## src/rtl/apb3_pkg.sv

```systemverilog
// ---------------------------------------------------------------------------
// apb3_pkg
// Shared definitions for the AXI4-Lite to APB3 bridge:
//   RESP_OKAY / RESP_SLVERR : AXI response encodings returned on BRESP/RRESP
//   apb_state_t             : bridge FSM states (IDLE, SETUP, ACCESS, RESP)
// ---------------------------------------------------------------------------
package apb3_pkg;

    localparam logic [1:0] RESP_OKAY   = 2'b00;
    localparam logic [1:0] RESP_SLVERR = 2'b10;

    typedef enum logic [1:0] {
        IDLE   = 2'd0,
        SETUP  = 2'd1,
        ACCESS = 2'd2,
        RESP   = 2'd3
    } apb_state_t;

endpackage

```

## src/rtl/axil_to_apb3.sv

```systemverilog
// ---------------------------------------------------------------------------
// axil_to_apb3
// AXI4-Lite slave to APB3 master bridge. Carries one transaction at a time,
// alternates between reads and writes when both are pending, and returns
// PRDATA/PSLVERR as RDATA/RRESP/BRESP.
//
// Optional build macro:
//   AXIL_APB3_TIMEOUT_EN - bound the ACCESS phase to TIMEOUT_CYCLES cycles;
//                          on expiry the transfer ends with SLVERR (read
//                          data 0). Without it ACCESS waits for PREADY forever.
//
// Ports:
//   clk, rst_n                  clock, asynchronous active-low reset
//   s_axil_aw* / s_axil_w*      AXI4-Lite write address / data (WSTRB ignored)
//   s_axil_b*                   AXI4-Lite write response
//   s_axil_ar* / s_axil_r*      AXI4-Lite read address / data
//   m_apb3_paddr/psel/penable/pwrite/pwdata   APB3 request (registered)
//   m_apb3_pready/pslverror/prdata            APB3 completion
// ---------------------------------------------------------------------------
module axil_to_apb3
    import apb3_pkg::*;
#(
    parameter int AXI_AW         = 32,
    parameter int APB_AW         = 20,
    parameter int APB_DW         = 32,
    parameter int TIMEOUT_CYCLES = 255
) (
    input  logic                clk,
    input  logic                rst_n,

    input  logic [AXI_AW-1:0]   s_axil_awaddr,
    input  logic                s_axil_awvalid,
    output logic                s_axil_awready,

    input  logic [APB_DW-1:0]   s_axil_wdata,
    input  logic [APB_DW/8-1:0] s_axil_wstrb,
    input  logic                s_axil_wvalid,
    output logic                s_axil_wready,

    output logic [1:0]          s_axil_bresp,
    output logic                s_axil_bvalid,
    input  logic                s_axil_bready,

    input  logic [AXI_AW-1:0]   s_axil_araddr,
    input  logic                s_axil_arvalid,
    output logic                s_axil_arready,

    output logic [APB_DW-1:0]   s_axil_rdata,
    output logic [1:0]          s_axil_rresp,
    output logic                s_axil_rvalid,
    input  logic                s_axil_rready,

    output logic [APB_AW-1:0]   m_apb3_paddr,
    output logic                m_apb3_psel,
    output logic                m_apb3_penable,
    output logic                m_apb3_pwrite,
    output logic [APB_DW-1:0]   m_apb3_pwdata,
    input  logic                m_apb3_pready,
    input  logic                m_apb3_pslverror,
    input  logic [APB_DW-1:0]   m_apb3_prdata
);

    apb_state_t state;

    // Remembers which kind won the last grant; starts as "write" so the first
    // read/write conflict after reset goes to the read.
    logic last_write;

    logic write_eligible;
    logic read_eligible;
    logic grant_write;
    logic grant_read;

    // APB3 has no byte strobes, and only the low APB_AW address bits reach
    // the APB side; the remaining inputs are intentionally left unused.
    logic unused_bits;
    assign unused_bits = ^{s_axil_wstrb, s_axil_awaddr, s_axil_araddr, 32'(TIMEOUT_CYCLES)};

    // Grant decision. A write needs both AW and W so it is never half
    // accepted; on a conflict the kind not granted last time wins.
    always_comb begin
        write_eligible = s_axil_awvalid && s_axil_wvalid;
        read_eligible  = s_axil_arvalid;
        grant_write    = (state == IDLE) && write_eligible && (!read_eligible || !last_write);
        grant_read     = (state == IDLE) && read_eligible && (!write_eligible || last_write);
    end

    // Ready is only ever raised in the grant cycle, which is always in IDLE.
    assign s_axil_awready = grant_write;
    assign s_axil_wready  = grant_write;
    assign s_axil_arready = grant_read;

`ifdef AXIL_APB3_TIMEOUT_EN
    localparam int CNT_W = $clog2(TIMEOUT_CYCLES + 1);
    // Counter value seen in the last permitted ACCESS cycle.
    localparam logic [CNT_W-1:0] CNT_LAST = CNT_W'(TIMEOUT_CYCLES - 1);
    logic [CNT_W-1:0] access_cnt;
`endif

    // Bridge FSM. All APB and response outputs are registered here.
    // m_apb3_pwrite doubles as the direction of the transaction in flight.
    always_ff @(posedge clk or negedge rst_n) begin
        if (!rst_n) begin
            state          <= IDLE;
            last_write     <= 1'b1;
            m_apb3_paddr   <= '0;
            m_apb3_psel    <= 1'b0;
            m_apb3_penable <= 1'b0;
            m_apb3_pwrite  <= 1'b0;
            m_apb3_pwdata  <= '0;
            s_axil_bresp   <= RESP_OKAY;
            s_axil_bvalid  <= 1'b0;
            s_axil_rdata   <= '0;
            s_axil_rresp   <= RESP_OKAY;
            s_axil_rvalid  <= 1'b0;
`ifdef AXIL_APB3_TIMEOUT_EN
            access_cnt     <= '0;
`endif
        end else begin
            case (state)
                IDLE: begin
                    if (grant_write || grant_read) begin
                        last_write     <= grant_write;
                        m_apb3_pwrite  <= grant_write;
                        m_apb3_paddr   <= grant_write ? s_axil_awaddr[APB_AW-1:0]
                                                      : s_axil_araddr[APB_AW-1:0];
                        if (grant_write) begin
                            m_apb3_pwdata <= s_axil_wdata;
                        end
                        m_apb3_psel    <= 1'b1;
                        m_apb3_penable <= 1'b0;
                        state          <= SETUP;
                    end
                end

                SETUP: begin
                    m_apb3_penable <= 1'b1;
`ifdef AXIL_APB3_TIMEOUT_EN
                    access_cnt     <= '0;
`endif
                    state          <= ACCESS;
                end

                ACCESS: begin
                    // PREADY is checked first so a completion in the expiry
                    // cycle is still a normal completion.
                    if (m_apb3_pready) begin
                        m_apb3_psel    <= 1'b0;
                        m_apb3_penable <= 1'b0;
                        state          <= RESP;
                        if (m_apb3_pwrite) begin
                            s_axil_bresp  <= m_apb3_pslverror ? RESP_SLVERR : RESP_OKAY;
                            s_axil_bvalid <= 1'b1;
                        end else begin
                            s_axil_rresp  <= m_apb3_pslverror ? RESP_SLVERR : RESP_OKAY;
                            s_axil_rdata  <= m_apb3_prdata;
                            s_axil_rvalid <= 1'b1;
                        end
                    end
`ifdef AXIL_APB3_TIMEOUT_EN
                    else if (access_cnt == CNT_LAST) begin
                        m_apb3_psel    <= 1'b0;
                        m_apb3_penable <= 1'b0;
                        state          <= RESP;
                        if (m_apb3_pwrite) begin
                            s_axil_bresp  <= RESP_SLVERR;
                            s_axil_bvalid <= 1'b1;
                        end else begin
                            s_axil_rresp  <= RESP_SLVERR;
                            s_axil_rdata  <= '0;
                            s_axil_rvalid <= 1'b1;
                        end
                    end else begin
                        access_cnt <= access_cnt + 1'b1;
                    end
`endif
                end

                RESP: begin
                    if (m_apb3_pwrite ? s_axil_bready : s_axil_rready) begin
                        s_axil_bvalid <= 1'b0;
                        s_axil_rvalid <= 1'b0;
                        state         <= IDLE;
                    end
                end

                default: state <= IDLE;
            endcase
        end
    end

endmodule

```

## config.mk

```make
export PLATFORM = sky130hd
export DESIGN_NAME = axil_to_apb3
export DESIGN_NICKNAME = d
export VERILOG_FILES = /design/src/rtl/apb3_pkg.sv /design/src/rtl/axil_to_apb3.sv
export SDC_FILE = /design/constraint.sdc
export NUM_CORES = 1
export LEC_CHECK = 0
export ABC_AREA = 1
export BUFFER_PORTS_ARGS = -buffer_cell sky130_fd_sc_hd__clkbuf_2
export CORE_UTILIZATION = 44
export CTS_BUF_LIST = sky130_fd_sc_hd__clkbuf_16
export DETAILED_ROUTE_END_ITERATION = 8
export PLACE_DENSITY_LB_ADDON = 0.12
export SKIP_CTS_REPAIR_TIMING = 1
export SLEW_MARGIN = 15
export SYNTH_ARGS = -nofsm -noshare
export SYNTH_HDL_FRONTEND = slang
export SYNTH_SLANG_ARGS = --single-unit
```

## constraint.sdc

```tcl
create_clock -name clk -period 2 [get_ports clk]
set_input_delay 0.4 -clock clk [delete_from_list [all_inputs] [get_ports clk]]
set_output_delay 0.4 -clock clk [all_outputs]
set_load 0.01 [all_outputs]
```

==> summary.txt <==
Critical path
  • WP data required: between 1500 and 2000 ps
  • Worst-path fanout max: 13
  • CP Capture Type: primary output
  • Worst EP arrival: 1530 ps
  • Startpoint class of the critical path: flip-flop
  • WS Path Type: reg -> out

Timing
  • Tmin final: 1930 ps
  • Final slew viol count: 0
  • Final setup violating endpoints: 0
  • Setup TNS: 0 ps
  • FMAX: 519 MHz
  • Tcrit/Tclk final: 0.963
  • Fin. Hold Viols: 0
  • Setup ws final: between 70 and 80 ps
  • Tightest Pin Transition: between 500 and 600 ps
  • Slew margin rel.: 0.644
  • Hold Worst Slack: 22.3 ps
  • RSZ-0062 raised after global routing: false
  • Final Skew: between 7 and 8 ps

Pwr
  • Peak VDD IR: 682 uV
  • Power Dens Cells: approximately 1500 nW/um^2
  • Overall Power: between 8 and 9 mW
  • Leakage power: between 3 and 4 nW

Drt
  • Post-route ant nets: 0
  • First DRT Iteration DRCs: a little under 90
  • DR vias/cell: between 4 and 5
  • Routed vias: a little under 4000
  • TritonRoute pass-1 iters: 4
  • Aggregate routed wire length: 10.5 mm
  • Wire length per cell: 12.2 um
  • DRC viols: 0

Final layout
  • Layout cells sized above 1: 0.340
  • Area growth syn-to-layout: 35.0%
  • Ant diodes: 0
  • Layout Nets: a little under 900
  • Post-route insts no fill: 859
  • Commonest non-fill, non-tap cell in the layout: nand2_1
  • Post-layout util: 0.616
  • Design area: 5720 um^2
  • Commonest cells after routing, fill and taps aside: nand2_1 (241), clkbuf_2 (205), dfrtp_1 (93), nand3_1 (79), inv_1 (48)

Clocking
  • Clock Latency Late Sink: 330 ps
  • Clock tree from TritonCTS: yes
  • CTS root buf: clkbuf_16
  • Clock Tree Buf Depth: 2
  • CTS clk-pin slew, worst paths: ~60 ps
  • Number of H-tree levels: 3
  • TritonCTS buffer count: 9
  • Clk sinks: 94

Die
  • Core area: just over 9000 um^2
  • I/O Pins: around 240
  • Die Area: roughly 10000 um^2
  • Initial Util: 0.456
  • FP Rows: 35
  • Die height: ~100 um
  • Die width: between 100 and 150 um

GRT
  • Total Routing Usage GR: 0.219
  • First-pass GRT wire length: approximately 17 mm
  • Overflow after GRT: 0
  • Number of global-route vias before repair: 3859
  • Largest net degree at the start of global routing: 55
  • Antenna violations before repair: 0

Place
  • Placed cell area: between 5000 and 6000 um^2
  • Worst slack, placed: 189 ps
  • Hpwl dp: 7.63 mm
  • # port buffers: 206
  • Routability cong.: about 0.8
  • # placed instances: ~840

Flow run
  • Maxcap violations: 0

Status
  • Status: finished, final reports clean

Logic synthesis
  • Post-synthesis cell type count: 21
  • Synth Instances: around 520
  • Yosys reg bits: 94
  • Post-synthesis sequential area ratio: 0.556
  • Syn Area/Cell: ~8.1 um^2
  • Warnings from Yosys: 0
  • Synthesized cell area: around 4200 um^2

Hold path
  • Min-Delay Path Class: in -> async
==> cells in the mapped netlist <==
| cell type | n | share of area |
|---|---|---|
| inv_2 | 5 | 0.0044 |
| a31oi_1 | 1 | 0.0015 |
| dfstp_2 | 1 | 0.0062 |
| buf_4 | 10 | 0.018 |
| clkbuf_1 | 6 | 0.0053 |
| nand4_1 | 4 | 0.0059 |
| nand2_2 | 1 | 0.0015 |
| dfrtp_1 | 93 | 0.55 |
| buf_1 | 1 | 0.00089 |
| or2_2 | 1 | 0.0015 |
| buf_6 | 3 | 0.0080 |
| ha_1 | 5 | 0.015 |
| nand2_4 | 2 | 0.0053 |
| conb_1 | 1 | 0.00089 |
| nor2_4 | 2 | 0.0053 |
| nand2_1 | 241 | 0.21 |
| nor2_1 | 3 | 0.0027 |
| o21ai_0 | 6 | 0.0071 |
| buf_2 | 9 | 0.011 |
| nand3_1 | 79 | 0.093 |
| inv_1 | 50 | 0.044 |
==> registers in the layout, summed over array words and instances, names as in the netlist <==
name / flops
m_apb3_pwrite: 1
m_apb3_pwdata: 32
last_write: 1
s_axil_rresp: 1
m_apb3_penable: 1
s_axil_rvalid: 1
s_axil_rdata: 32
m_apb3_psel: 1
state: 2
m_apb3_paddr: 20
s_axil_bvalid: 1
s_axil_bresp: 1
==> cell families (layout without fill, tap and decap cells) <==
group | after synthesis | after routing | synth area share
AOI/OAI and AO/OA | 7 | 7 | 0.00857
adders and majority gates | 5 | 5 | 0.0148
buffers and inverters | 84 | 289 | 0.0913
DFF | 94 | 94 | 0.556
other | 1 | 2 | 0.000885
and+or+nand+nor | 333 | 333 | 0.329
==> worst paths after layout <==
check | startpoint | to | slack (ps) | cells after the start
setup / recovery | state[0] | s_axil_wready | 70 | 7
hold / removal | rst_n | m_apb3_paddr[13] | 20 | 1
setup reg to reg | state[0] | m_apb3_paddr[8] | 250 | 10
hold reg to reg | s_axil_rdata[25] | s_axil_rdata[25] | 470 | 2
max in group asynchronous | rst_n | last_write | 1330 | 2
min in group clk | s_axil_wdata[20] | m_apb3_pwdata[20] | 260 | 3
==> worst max-delay path: stages (launching register included) <==
cell and delay, ps:
dfrtp_1 420, inv_2 120, ha_4 150, inv_2 50, nor2_4 130, nand2_4 70
inv_6 100, clkbuf_2 150
==> power by group <==
part	internal, mW	switching [mW]	leakage [nW]
logic	1.32	2.02	2.17
registers	2.78	0.482	1.18
clock network	1.22	0.689	0.165
==> area by class of cell <==
type / count / area (um^2)
clock buffer: 9 / 225
clock inverter: 6 / 110
fill: 890 / 3570
inverter: 55 / 211
multi-input combinational: 347 / 1510
sequential: 94 / 2350
tap: 129 / 161
timing repair buffer: 219 / 1140
==> per-layer routing <==
| layer | GRT usage | vias up | routed length, um |
|---|---|---|---|
| met3 | 0.0648 | 10 | 768 |
| met2 | 0.370 | 128 | 5050 |
| met1 | 0.273 | 1831 | 4530 |
| li1 | - | 2002 | - |
| met4 | 0.0591 | 0 | 127 |
| met5 | 0 | - | 0 |
No activity file was read; power rests on OpenSTA's default activity.
